### src/rtl/tdm_demux_4to1.sv
// Receive-side TDM demux: collects four slots of a framed lane into four channel registers.
// Optional mid-frame idle timeout enabled by defining TDM_DEMUX_TIMEOUT_EN.
module tdm_demux_4to1 #(
  parameter int WIDTH   = 1,
  parameter int TIMEOUT = 15
) (
  input  logic               clk,
  input  logic               rst_n,
  input  logic [WIDTH-1:0]   d,
  input  logic               in_valid,
  input  logic               fsync,
  output logic [4*WIDTH-1:0] y,
  output logic [1:0]         s,
  output logic               frame_valid,
  output logic               err
);

  typedef enum logic [0:0] {IDLE = 1'b0, RUN = 1'b1} state_t;

  if (TIMEOUT < 1) begin : g_bad_timeout
    $error("TIMEOUT must be at least 1");
  end

  state_t             state_r;
  logic [1:0]         slot_r;
  logic [WIDTH-1:0]   sh0_r;
  logic [WIDTH-1:0]   sh1_r;
  logic [WIDTH-1:0]   sh2_r;
  logic [4*WIDTH-1:0] y_r;
  logic               fv_r;
  logic               err_r;
`ifdef TDM_DEMUX_TIMEOUT_EN
  localparam int CW = $clog2(TIMEOUT + 1);
  logic [CW-1:0]      idle_cnt_r;
`endif

  // Frame FSM: slot capture into shadows, atomic channel update and strobes.
  always_ff @(posedge clk or negedge rst_n) begin
    if (!rst_n) begin
      state_r    <= IDLE;
      slot_r     <= 2'd0;
      sh0_r      <= '0;
      sh1_r      <= '0;
      sh2_r      <= '0;
      y_r        <= '0;
      fv_r       <= 1'b0;
      err_r      <= 1'b0;
`ifdef TDM_DEMUX_TIMEOUT_EN
      idle_cnt_r <= '0;
`endif
    end else begin
      fv_r  <= 1'b0;
      err_r <= 1'b0;
      case (state_r)
        IDLE: begin
`ifdef TDM_DEMUX_TIMEOUT_EN
          idle_cnt_r <= '0;
`endif
          if (in_valid && fsync) begin
            sh0_r   <= d;
            slot_r  <= 2'd1;
            state_r <= RUN;
          end else begin
            slot_r  <= 2'd0;
          end
        end
        RUN: begin
          if (in_valid) begin
`ifdef TDM_DEMUX_TIMEOUT_EN
            idle_cnt_r <= '0;
`endif
            // An early sync drops the partial frame and restarts at slot 0.
            if (fsync) begin
              err_r  <= 1'b1;
              sh0_r  <= d;
              slot_r <= 2'd1;
            end else begin
              case (slot_r)
                2'd1: begin
                  sh1_r  <= d;
                  slot_r <= 2'd2;
                end
                2'd2: begin
                  sh2_r  <= d;
                  slot_r <= 2'd3;
                end
                default: begin
                  y_r     <= {d, sh2_r, sh1_r, sh0_r};
                  fv_r    <= 1'b1;
                  slot_r  <= 2'd0;
                  state_r <= IDLE;
                end
              endcase
            end
          end else begin
`ifdef TDM_DEMUX_TIMEOUT_EN
            if (idle_cnt_r == CW'(TIMEOUT - 1)) begin
              err_r      <= 1'b1;
              slot_r     <= 2'd0;
              idle_cnt_r <= '0;
              state_r    <= IDLE;
            end else begin
              idle_cnt_r <= idle_cnt_r + CW'(1);
            end
`else
            slot_r <= slot_r;
`endif
          end
        end
        default: begin
          state_r <= IDLE;
          slot_r  <= 2'd0;
        end
      endcase
    end
  end

  assign y           = y_r;
  assign s           = slot_r;
  assign frame_valid = fv_r;
  assign err         = err_r;

endmodule

### config.mk
export PLATFORM = sky130hd
export DESIGN_NAME = tdm_demux_4to1
export DESIGN_NICKNAME = d
export VERILOG_FILES = /design/src/rtl/tdm_demux_4to1.sv
export SDC_FILE = /design/constraint.sdc
export NUM_CORES = 1
export LEC_CHECK = 0
export ABC_AREA = 1
export ABC_CLOCK_PERIOD_IN_PS = 1200
export BUFFER_PORTS_ARGS = -buffer_cell sky130_fd_sc_hd__buf_2
export CAP_MARGIN = 20
export CORE_AREA = 2 2 39 41
export DETAILED_ROUTE_END_ITERATION = 7
export DIE_AREA = 0 0 41 43
export GPL_TIMING_DRIVEN = 0
export PLACE_DENSITY = 0.65
export SYNTH_ARGS = -nofsm -noshare
export SYNTH_HDL_FRONTEND = slang
export SYNTH_SLANG_ARGS = --single-unit
### constraint.sdc
create_clock -name clk -period 1.2 [get_ports clk]
set_input_delay 0.24 -clock clk [delete_from_list [all_inputs] [get_ports clk]]
set_output_delay 0.24 -clock clk [all_outputs]
set_load 0.03 [all_outputs]
======== Word-level counts from Yosys, hierarchy flattened ========
Cells that the tools add are included.
operators by class
  add/subtract/negate cells ............... 0
  multipliers ............................. 0
  divide/modulo/power cells ............... 0
  $lt $le $gt $ge ......................... 0
  equality and inequality tests ........... 5
  shift-type cells ........................ 0
  muxes and demuxes ....................... 21
  bitwise gates (word level) .............. 3
  reduce and logical (&&, ||, !) cells .... 6
operators with widths
  operator              number
  $mux W1               15
  $reduce_and A4 Y1     3
  $pmux W2 S2           2
  $ne A2 B2 Y1 const B  3
  $mux W2               2
  $pmux W1 S2           2
  $not A1 Y1            3
  $reduce_and A3 Y1     1
  $eq A2 B1 Y1 const B  1
  $eq A2 B2 Y1 const B  1
  $reduce_or A2 Y1      1
  $logic_and A1 B1 Y1   1
storage, ports and cells
  register bits after elaboration ......... 12
  latch bits .............................. 0
  memory bits (writable) .................. 0
  ROM bits ................................ 0
  bits of input ports ..................... 5
  output and inout bits ................... 8
  memories kept ........................... 0

======== Depth between registers and ports, before layout ========
Gate-level depths: netlist of run 1.
  depth in word-level cells ............... 6
  gate-level depth with buffers ........... 7
  gate-level depth less buffers ........... 7

======== Least setup slack after synthesis of run 1 ========
OpenSTA, ideal clock, no wires.
  kind .................................... reg-to-reg
  start ................................... register slot_r[0] (netlist: s[0])
  end ..................................... register y_r[0] (netlist: y[0])
  arrival ................................. 1.268 ns
  data required time ...................... 1.082 ns
  path slack .............................. -0.186 ns
  cell stages (with the launch flop) ...... 8
  path buffers ............................ 0
  period minus slack after synthesis ...... 1.386 ns
  cell sequence ........................... dfrtp_1 -> inv_1 -> ha_1 -> inv_1 -> nor2_4 -> nand2_4 -> nand2_1 -> nand2_1
between the ends
  word-level cells in the longest chain between the ends .. 4
  elaborated cells between the ends (all ways) .. 5
  classes of those cells .................. eq/ne: 2; bitwise: 1; reduce/logical: 2
ends and longest elaborated chain
  what                                                 RTL line  text
  from (decl)                                          25        logic [1:0] slot_r;
  from (signal assigned)                               106       slot_r <= slot_r;
  $eq A2 B2 Y1 / $eq A2 B1 Y1 (equally long branches)  78        case (slot_r)
  $reduce_or A2 Y1 (no line) (*)                       --
  $not A1 Y1 (no line) (*)                             --
  $reduce_and A4 Y1 (no line) (*)                      --
  to (signal assigned)                                 88        y_r <= {d, sh2_r, sh1_r, sh0_r};
  to (decl)                                            29        logic [4*WIDTH-1:0] y_r;
Every way passes the cells marked *; elsewhere a longest branch is shown, timed or not.
A chain may end at the register's enable or synchronous reset.

======== Worst setup path in the final report of run 1 ========
Same ends and word-level chain as after synthesis.

==> results of run 1 <==
-- sequential cells by signal (all words and copies together), names as in the netlist --
register and flops:
sh0_r 1, y 4, sh2_r 1, s 2, sh1_r 1, state_r 1, err 1, frame_valid 1
-- cells in the final DEF (no fill, tap or decap), drive strengths merged --
master,Yosys,final
clkbuf,0,4
a21oi,1,1
buf,0,14
dfrtp,12,12
ha,3,3
inv,9,9
dlygate4sd3,0,1
nand3,9,9
nor2,5,5
nand2,25,25
-- cells by family (layout without fill, tap and decap cells) --
kind of cell	after synthesis	after routing
AOI/OAI and AO/OA	1	1
adders and majority gates	3	3
buffers and inverters	9	28
DFF	12	12
and+or+nand+nor	39	39
-- worst min-delay path, cell delays in order --
cell and delay, ns:
buf_2 0.12, nand3_1 0.07, nand2_1 0.05
-- layout make-up --
| cell class | count | area, um2 |
|---|---|---|
| fill | 141 | 668 |
| clock buffer | 4 | 36.3 |
| multi-input combinational | 43 | 238 |
| tap | 16 | 20.0 |
| sequential | 12 | 303 |
| inverter | 9 | 33.8 |
| timing repair buffer | 15 | 85.1 |
-- worst paths after layout --
check / endpoint / cells after the start / from / slack [ns]
max: y[0] / 7 / s[0] / 0.007
min: sh1_r / 3 / d / 0.24
max reg2reg: y[0] / 7 / s[0] / 0.007
min reg2reg: y[1] / 2 / y[1] / 0.47
max in group asynchronous: s[0] / 2 / rst_n / 0.61
min in group asynchronous: y[2] / 2 / rst_n / 0.36
-- power breakdown --
| part | internal, uW | switching [uW] | total [uW] |
|---|---|---|---|
| clock network | 185 | 137 | 321 |
| registers | 539 | 83.9 | 623 |
| logic | 176 | 370 | 546 |
| total | 900 | 591 | 1490 |
-- metal layers --
layer | up-vias | part of all wire, % | global-route usage (%)
met5 | - | 0 | 0
met4 | 0 | 5.1 | 14.0
li1 | 235 | - | -
met1 | 198 | 47 | 16.9
met3 | 5 | 5.3 | 1.57
met2 | 13 | 43 | 18.8
-- synth_stat cells --
| cell type | count |
|---|---|
| inv_2 | 2 |
| inv_1 | 7 |
| ha_1 | 3 |
| nor2_1 | 2 |
| nand2_1 | 24 |
| nor2_2 | 1 |
| nor2_4 | 2 |
| nand2_4 | 1 |
| nand3_1 | 9 |
| dfrtp_1 | 12 |
| a21oi_1 | 1 |
-- repair_timing --
action	4_1_cts	5_1_grt
hold buffers	1	0
pin swaps	2	0
resized for setup	0	1
endpoints found under the setup margin	5	6
endpoints found under the hold margin	12	0
buffers inserted	2	0
-- metrics by stage --
stage | hold WS, ns | util, %
detailed placement | 0.128 | 47.3
global placement | 0.127 | 47.3
floorplan | -0.0556 | -
finish | 0.236 | 51.7
CTS | 0.232 | 51.7
global route | 0.248 | 51.7
==> qor_table.md, run 1 <==
| Step | Parameter | Value |
|:---|:---|:---|
| pwr | P per Cell Area | 2080 nW/um2 |
| sta | Total Neg Setup Slack | 0 ns |
| min path | Worst min path class | in2reg |
| synthesis | Share of synthesized area occupied by flip-flops and latches | 53.7% |
| pwr | Leakage power figure | 0.000418 uW |
| setup path | Largest fanout on the critical path | 5 |
| layout | Ratio of cells with drive above 1 in the final layout | 36.1% |
| placed design | Placer's final routability congestion estimate | 0.696 |
| synthesis | Multiplexer share of the synthesized area | 0% |
| sta | Final critical-path share of the clock period | 99.4% |
| setup path | Buffer and inverter count on the worst path | 2 |
| sta | Shortest period the worst path allows | 1.19 ns |
| sta | Post-Route Skew | 0.00455 ns |
| setup path | Slowest stage cell, crit path | dfrtp_2 |
| global routing | Number of antenna violations at the first check in global routing | 0 |
| clock network | CTS tree | done |
| floorplanning | Ports | 13 |
| floorplanning | Die ar. | 1760 um2 |
| floorplanning | Number of placement rows | 14 |
| layout | Synthesis-to-layout area growth | 28.0% |
| placed design | Placed wire-length estimate | 712 um |
| clock network | Number of buffers on the longest clock path | 2 |
| synthesis | Average cell area after synthesis | 8.74 um2 |
| global routing | First-pass GRT wire length | 1550 um |
| global routing | Global-route usage over all layers | 13.7% |
| setup path | Critical path's largest stage delay | 0.40 ns |
| sta | Worst setup slack after layout | 0.00703 ns |
| pwr | Peak supply drop | 0.606 mV |
| placed design | Total placed instance area | 654 um2 |
| synthesis | Library cell with the largest summed area after synthesis | dfrtp_1 |
| floorplanning | DIE WIDTH | 41 um |
| sta | Setup repair after global routing missed its margin | true |
| synthesis | Synthesized area | 559 um2 |
| sta | Final hold violation count | 0 |
| synthesis | Post-Synth XOR/XNOR Area | 0% |
| synthesis | Dominant cells by area after synthesis | dfrtp_1 (54%), nand2_1 (16%), nand3_1 (8.1%) |
| synthesis | Synth cell types | 11 |
| layout | Non-Filler Cell Area, Final | 716 um2 |
| sta | Max-Slew Margin vs Limit | 83.0% |
| synthesis | Adder and majority gate portion of the synthesized area | 6.71% |
| pwr | Power consumption | 1490 uW |
| drt | Initial DRC Count | 15 |
| setup path | Cell chain of the critical path | inv_2 -> ha_4 -> inv_2 -> nor2_4 -> nand2_4 -> nand2_1 -> nand2_1 |
| placed design | Port-buffer cells | 12 |
| drt | DRT Pass-1 Iters | 4 |
| synthesis | Net count after synthesis | 72 |
| setup path | Data arrival time of the critical path | 1.36 ns |
| drt | Number of antenna-violating nets in the routed design | 0 |
| global routing | Maximum number of pins on one net before global-route repair | 13 |
| floorplanning | Starting utilization of the core area | 40.4% |
| global routing | Remaining global-route overflow | 0 |
| flow run | Number of maximum-capacitance violations | 0 |
| synthesis | Syn Inst Count | 64 |
| setup path | Dominant delay contributor by cell family on the critical path | flip-flops |
| sta | Final setup fails | 0 |
| global routing | Via count of the first global-routing pass | 376 |
| synthesis | Yosys warnings | 0 |
| synthesis | Count of state elements after synthesis | 12 |
| sta | Number of max-slew violations in the final report | 0 |
| clock network | Clock transition at the registers of the reported paths | 0.08 ns |
| sta | FMAX | 838 MHz |
| synthesis | Complex-gate fraction of the synthesized area | 0.895% |
| drt | Total via count in the routed design | 451 |
| placed design | Cell count after placement | 92 |
| status | Status | complete, no violations |
| drt | Mean routed wirelength per cell | 9.39 um |
| clock network | Clock Tree Root | clkbuf_4 |
| clock network | Number of sinks on the clock net | 12 |
| drt | DRC violation count after routing | 0 |
| clock network | Inserted Clock Buffers | 3 |
| clock network | Htree depth | 1 |
| clock network | Source-to-sink clock delay at the later pin of the worst-skew pair | 0.28 ns |
| setup path | Critical Path Start Type | flip-flop |
| setup path | Worst setup path category | reg2reg |
| layout | Net count, final | 92 |
| synthesis | Proportion of netlist area held by the largest area contributor | 53.7% |
| layout | Count of inserted antenna diode cells | 0 |
| drt | Total wirelength of the detailed-routed design | 930 um |
| synthesis | Main combinational cell family by area after synthesis | simple AND/OR/NAND/NOR gates |
| floorplanning | Core footprint | 1380 um2 |
| setup path | Element type at the critical path end | flip-flop |
| placed design | Setup slack after placement | -0.0197 ns |
| layout | Number of standard cells in the final layout excluding fillers | 99 |
| setup path | Endpoint required time on the critical path | 1.37 ns |
| floorplanning | Die span in y | 43 um |
| sta | Worst Tran Pin Value | 0.256 ns |
| drt | Per-cell via count in the routed design | 4.56 |
| synthesis | Area share of and/or/nand/nor cells after synthesis | 32.7% |
Power figures use the tool's default switching activity.
==> run 2: changes to the inputs <==
--- a/config.mk
+++ b/config.mk
@@ -9,9 +9,9 @@
 export ABC_CLOCK_PERIOD_IN_PS = 1200
 export BUFFER_PORTS_ARGS = -buffer_cell sky130_fd_sc_hd__buf_2
 export CAP_MARGIN = 20
-export CORE_AREA = 2 2 39 41
+export CORE_AREA = 4 4 41 43
 export DETAILED_ROUTE_END_ITERATION = 7
-export DIE_AREA = 0 0 41 43
+export DIE_AREA = 0 0 45 47
 export GPL_TIMING_DRIVEN = 0
 export PLACE_DENSITY = 0.65
 export SYNTH_ARGS = -nofsm -noshare
==> run 2 against run 1 <==
Compared with the run above:
- the run now ends with negative setup slack left
- worst hold slack better by 0.0071 ns
- sequential cell count unchanged
- sequential power increased by 2%
- die area is 20% higher
- clock-buffer cell count unchanged
- utilization increased by 4.5 points
- largest power group unchanged
- highest routed layer unchanged
==> qor_table.md, run 2 (synthesis gave the netlist of run 1 again) <==
| Step | Parameter | Value |
|:---|:---|:---|
| setup path | Endpoint required time on the critical path | 0.96 ns |
| setup path | Critical Path Start Type | flip-flop |
| global routing | Global-route usage over all layers | 12.2% |
| clock network | Number of sinks on the clock net | 12 |
| clock network | Htree depth | 1 |
| floorplanning | Die ar. | 2120 um2 |
| sta | Number of max-slew violations in the final report | 0 |
| placed design | Total placed instance area | 653 um2 |
| drt | DRC violation count after routing | 0 |
| floorplanning | DIE WIDTH | 45 um |
| clock network | Clock transition at the registers of the reported paths | 0.07 ns |
| floorplanning | Core footprint | 1300 um2 |
| layout | Count of inserted antenna diode cells | 0 |
| sta | Final setup fails | 6 |
| placed design | Placer's final routability congestion estimate | 0.716 |
| sta | Setup repair after global routing missed its margin | true |
| sta | Worst setup slack after layout | -0.0518 ns |
| sta | Post-Route Skew | 0.000494 ns |
| sta | Final critical-path share of the clock period | 104% |
| floorplanning | Starting utilization of the core area | 43.0% |
| setup path | Buffer and inverter count on the worst path | 2 |
| clock network | CTS tree | done |
| min path | Worst min path class | in2reg |
| clock network | Inserted Clock Buffers | 3 |
| drt | Total wirelength of the detailed-routed design | 997 um |
| setup path | Dominant delay contributor by cell family on the critical path | flip-flops |
| layout | Commonest cells after routing, fill and taps aside | nand2_1 (21), buf_2 (12), dfrtp_1 (10) |
| global routing | First-pass GRT wire length | 1680 um |
| clock network | Clock Tree Root | clkbuf_4 |
| clock network | Source-to-sink clock delay at the later pin of the worst-skew pair | 0.27 ns |
| placed design | Port-buffer cells | 12 |
| placed design | Placed wire-length estimate | 747 um |
| setup path | Element type at the critical path end | output port |
| pwr | Power consumption | 1540 uW |
| layout | Non-Filler Cell Area, Final | 732 um2 |
| sta | FMAX | 799 MHz |
| floorplanning | Die span in y | 47 um |
| setup path | Data arrival time of the critical path | 1.01 ns |
| drt | Number of antenna-violating nets in the routed design | 0 |
| drt | Mean routed wirelength per cell | 10.1 um |
| layout | Most common cell after layout, fill and taps aside | nand2_1 |
| status | Violations in the final reports | negative setup slack |
| sta | Max-Slew Margin vs Limit | 82.0% |
| drt | Total via count in the routed design | 451 |
| floorplanning | Ports | 13 |
| pwr | P per Cell Area | 2100 nW/um2 |
| placed design | Setup slack after placement | -0.0174 ns |
| sta | Shortest period the worst path allows | 1.25 ns |
| global routing | Number of antenna violations at the first check in global routing | 0 |
| sta | Final hold violation count | 0 |
| drt | DRT Pass-1 Iters | 4 |
| layout | Ratio of cells with drive above 1 in the final layout | 39.3% |
| layout | Net count, final | 93 |
| setup path | Critical path's largest stage delay | 0.43 ns |
| setup path | Slowest stage cell, crit path | dfrtp_2 |
| status | Status | finished with violations |
| clock network | Number of buffers on the longest clock path | 2 |
| sta | Total Neg Setup Slack | -0.212 ns |
| layout | Flip-flop count of the largest register, all copies and words added | 4 |
| global routing | Via count of the first global-routing pass | 408 |
| setup path | Worst setup path category | reg2out |
| setup path | Cell chain of the critical path | buf_4 -> buf_2 |
| drt | Initial DRC Count | 8 |
| pwr | Peak supply drop | 0.894 mV |
| floorplanning | Number of placement rows | 13 |
| flow run | Number of maximum-capacitance violations | 0 |
| setup path | Largest fanout on the critical path | 3 |
| global routing | Remaining global-route overflow | 0 |
| global routing | Maximum number of pins on one net before global-route repair | 13 |
| drt | Per-cell via count in the routed design | 4.56 |
| sta | Worst Tran Pin Value | 0.270 ns |
| pwr | Leakage power figure | 0.000425 uW |
| layout | Synthesis-to-layout area growth | 30.9% |
[run 2: cell types whose count changed in the layout (fill, tap and decap cells not counted), sizes merged]
| cell | change |
|---|---|
| buf | +1 |
[run 2: worst paths after layout]
check | start | to | slack [ns] | cells past startpoint
max | s[0] | s[0] | -0.05 | 2
min | d | sh2_r | 0.24 | 3
max reg2reg | s[1] | y[3] | -0.04 | 6
min reg2reg | y[0] | y[0] | 0.47 | 2
max in group asynchronous | rst_n | s[1] | 0.61 | 2
min in group asynchronous | rst_n | err | 0.37 | 2
[run 2: through the flow]
stage / instances / util [%] / hold WS, ns
5_1_grt: 99 / 56.3 / 0.247
2_1_floorplan: 64 / - / -0.0556
3_3_place_gp: 91 / 50.2 / 0.129
3_5_place_dp: 91 / 50.2 / 0.131
4_1_cts: 97 / 54.5 / 0.233
6_report: 99 / 56.3 / 0.243
[run 2: area by class of cell]
cell class	instances	area [um2]
Fill cell	131	569
Clock buffer	4	36.3
Tap cell	15	18.8
Timing Repair Buffer	16	92.6
Multi-Input combinational cell	43	245
Inverter	9	36.3
Sequential cell	12	303
[run 2: worst reg2reg max path: cells and delay by family (launching register included)]
family / cells / cell delay [ns]
simple gates: 4 / 0.37
buf+inv: 1 / 0.03
flops: 1 / 0.45
fa+ha+maj: 1 / 0.28
[run 2: power by group]
group | internal, uW | switching [uW]
registers | 540 | 93.8
clock network | 185 | 135
logic | 204 | 381
[run 2: routing by layer]
| layer | vias up | track usage [%] | share of wire [%] |
|---|---|---|---|
| li1 | 233 | - | - |
| met3 | 4 | 2.30 | 4.4 |
| met2 | 12 | 16.7 | 44 |
| met5 | - | 0 | 0 |
| met4 | 0 | 15.8 | 5.3 |
| met1 | 202 | 14.3 | 46 |
[run 2: timing repair]
action | 4_1_cts | 5_1_grt
setup buffers | 1 | 2
gates resized for setup | 1 | 3
endpoints found under the setup margin | 5 | 6
hold buffers | 1 | 0
endpoints found under the hold margin | 12 | 0
gates cloned | 0 | 0
pin swaps | 2 | 4
==> run 3: changes to the inputs <==
--- a/config.mk
+++ b/config.mk
@@ -6,14 +6,14 @@
 export NUM_CORES = 1
 export LEC_CHECK = 0
 export ABC_AREA = 1
-export ABC_CLOCK_PERIOD_IN_PS = 1200
+export ABC_CLOCK_PERIOD_IN_PS = 1310
 export BUFFER_PORTS_ARGS = -buffer_cell sky130_fd_sc_hd__buf_2
 export CAP_MARGIN = 20
 export CORE_AREA = 4 4 41 43
 export DETAILED_ROUTE_END_ITERATION = 7
 export DIE_AREA = 0 0 45 47
 export GPL_TIMING_DRIVEN = 0
-export PLACE_DENSITY = 0.65
+export PLACE_DENSITY = 0.63
 export SYNTH_ARGS = -nofsm -noshare
 export SYNTH_HDL_FRONTEND = slang
 export SYNTH_SLANG_ARGS = --single-unit
==> constraint.sdc (replaced) <==
create_clock -name clk -period 1.31 [get_ports clk]
set_input_delay 0.262 -clock clk [delete_from_list [all_inputs] [get_ports clk]]
set_output_delay 0.262 -clock clk [all_outputs]
set_load 0.005 [all_outputs]
==> run 3 against run 2 <==
Compared with the run above:
- the run now ends clean
- first-iteration DRC count fell by 88%
- final area fell by 4.1%
- critical path type is now reg2reg
- sequential share of layout area rose by 1.6 points
==> qor_table.md, run 3 (synthesis gave the netlist of run 1 again) <==
| Step | Parameter | Value |
|:---|:---|:---|
| sta | FMAX | 813 MHz |
| layout | Most common cell after layout, fill and taps aside | nand2_1 |
| layout | Non-Filler Cell Area, Final | 702 um2 |
| pwr | P per Cell Area | 1630 nW/um2 |
| layout | Number of standard cells in the final layout excluding fillers | 97 |
| floorplanning | Core footprint | 1300 um2 |
| drt | Initial DRC Count | 1 |
| pwr | Power Internal | 761 uW |
| setup path | Crit Reg-Reg Endpoint | y[1] |
| placed design | Setup slack after placement | 0.0477 ns |
| clock network | CTS tree | done |
| min path | Hold Path Origin | d |
| drt | Per-cell via count in the routed design | 4.60 |
| sta | Worst setup slack after layout | 0.0796 ns |
| drt | DRC violation count after routing | 0 |
| setup path | Cell count of the worst reg-to-reg path | 7 |
| clock network | Number of buffers on the longest clock path | 2 |
| layout | Ratio of cells with drive above 1 in the final layout | 34.1% |
| pwr | Clk pwr share | 18.9% |
| setup path | Critical Path Start Type | flip-flop |
| clock network | Inserted Clock Buffers | 3 |
| sta | Number of max-slew violations in the final report | 0 |
| clock network | Htree depth | 1 |
| global routing | First-pass GRT wire length | 1700 um |
| sta | Total Neg Setup Slack | 0 ns |
| global routing | Global-route usage over all layers | 12.0% |
| sta | Post-Route Skew | 0.00531 ns |
| setup path | Cell chain of the critical path | inv_2 -> ha_4 -> inv_2 -> nor2_4 -> nand2_4 -> nand2_1 -> nand2_1 |
| layout | Fill cell instance count of the final layout | 140 |
| setup path | Slowest stage cell, crit path | dfrtp_1 |
| setup path | Worst R2R Setup Slack | 0.08 ns |
| floorplanning | Ports | 13 |
| status | Status | complete, no violations |
| layout | Count of inserted antenna diode cells | 0 |
| sta | Shortest period the worst path allows | 1.23 ns |
| clock network | Clock Tree Root | clkbuf_4 |
| pwr | Switching part of the total | 33.4% |
| pwr | Combinational share of power | 30.9% |
| setup path | Worst setup path category | reg2reg |
| min path | Worst min path class | in2reg |
| drt | Number of antenna-violating nets in the routed design | 0 |
| layout | Synthesis-to-layout area growth | 25.5% |
| sta | Worst Tran Pin Value | 0.264 ns |
| setup path | Launch instance of the worst register-to-register path | s[0] |
| pwr | Peak supply drop | 0.584 mV |
| clock network | Clock transition at the registers of the reported paths | 0.07 ns |
| setup path | Critical path's largest stage delay | 0.40 ns |
| drt | Mean routed wirelength per cell | 10.3 um |
| clock network | Number of sinks on the clock net | 12 |
| sta | Final setup fails | 0 |
| pwr | Net switching power figure | 383 uW |
| sta | Final critical-path share of the clock period | 93.9% |
| placed design | Cell count after placement | 91 |
| setup path | Endpoint required time on the critical path | 1.47 ns |
| setup path | Element type at the critical path end | flip-flop |
| clock network | Source-to-sink clock delay at the later pin of the worst-skew pair | 0.26 ns |
| global routing | Maximum number of pins on one net before global-route repair | 13 |
| floorplanning | Die span in y | 47 um |
| layout | Commonest cells after routing, fill and taps aside | nand2_1 (23), buf_2 (12), dfrtp_1 (11) |
| pwr | Portion of total power attributed to sequential cells | 50.2% |
| sta | Final hold violation count | 0 |
| layout | Net count, final | 92 |
| placed design | Total placed instance area | 638 um2 |
| global routing | Number of antenna violations at the first check in global routing | 0 |
| pwr | Leakage power figure | 0.000414 uW |
| floorplanning | DIE WIDTH | 45 um |
| placed design | Placer's final routability congestion estimate | 0.742 |
| placed design | Port-buffer cells | 12 |
| setup path | Data arrival time of the critical path | 1.39 ns |
| drt | DRT Pass-1 Iters | 4 |
| min path | Worst min-delay path endpoint | sh0_r |
| placed design | Placed wire-length estimate | 726 um |
| global routing | Remaining global-route overflow | 0 |
| min path | Min-Delay Path Depth | 3 |
| setup path | Largest fanout on the critical path | 5 |
| drt | Total wirelength of the detailed-routed design | 999 um |
| floorplanning | Die ar. | 2120 um2 |
| floorplanning | Number of placement rows | 13 |
| layout | Flip-flop count of the largest register, all copies and words added | 4 |
| flow run | Number of maximum-capacitance violations | 0 |
| drt | Total via count in the routed design | 446 |
| floorplanning | Starting utilization of the core area | 43.0% |
| global routing | Via count of the first global-routing pass | 410 |
| sta | Max-Slew Margin vs Limit | 82.4% |
run 3: cell types whose count changed in the layout (fill, tap and decap cells not counted), sizes merged:
cell | before | now
clkbuf | 4 | 3
buf | 15 | 14
run 3: worst max-delay path by stage:
stage | start | end | slack, ns | cells past startpoint
final | s[0] | y[1] | 0.08 | 7
after global placement | s[0] | y[2] | 0.05 | 7
after floorplan | s[0] | y[0] | 0.13 | 7
after detailed placement | s[0] | y[2] | 0.05 | 7
after global routing | s[0] | y[1] | -0.009 | 7
after CTS | s[0] | y[2] | 0.02 | 7
run 3: area by class of cell:
class / instances / area (um2) / area share (%)
clock buffer: 3 / 22.5 / 3.21
inverter: 9 / 33.8 / 4.81
multi-input combinational: 43 / 240 / 34.2
sequential: 12 / 302 / 43.0
tap: 15 / 18.8 / 2.67
timing repair buffer: 15 / 85.1 / 12.1
run 3: repair_timing:
item	CTS	global route
buffers inserted	0	2
endpoints found under the hold margin	12	0
hold buffers	1	0
resized for setup	0	5
setup endpoints to repair	0	6
run 3: worst max-delay path: cells and delay by family, from the launching register on:
family	cells	cell delay, ns
and+or+nand+nor	4	0.35
adders and majority gates	1	0.26
buffers and inverters	2	0.11
DFF	1	0.40
run 3: metrics by stage:
stage	total power (uW)	utilization (%)	hold slack, ns
global route	1250	53.9	0.282
global placement	893	49.0	0.152
floorplan	763	-	-0.0336
CTS	1120	51.5	0.277
detailed placement	901	49.0	0.152
finish	1140	53.9	0.283
run 3: power groups by stage:
stage	combinational (uW)	clock, uW	sequential, uW
finish	354	216	574
global route	406	253	590
CTS	327	225	570
detailed placement	324	0	576
global placement	319	0	574
floorplan	188	0	574
run 3: per-layer routing:
layer | wire, um | vias up | share of wire [%] | GRT usage (%)
met1 | 475 | 202 | 48 | 12.9
li1 | - | 232 | - | -
met4 | 27 | 0 | 2.7 | 12.3
met5 | 0 | - | 0 | 0
met3 | 48 | 2 | 4.8 | 3.45
met2 | 448 | 10 | 45 | 18.4
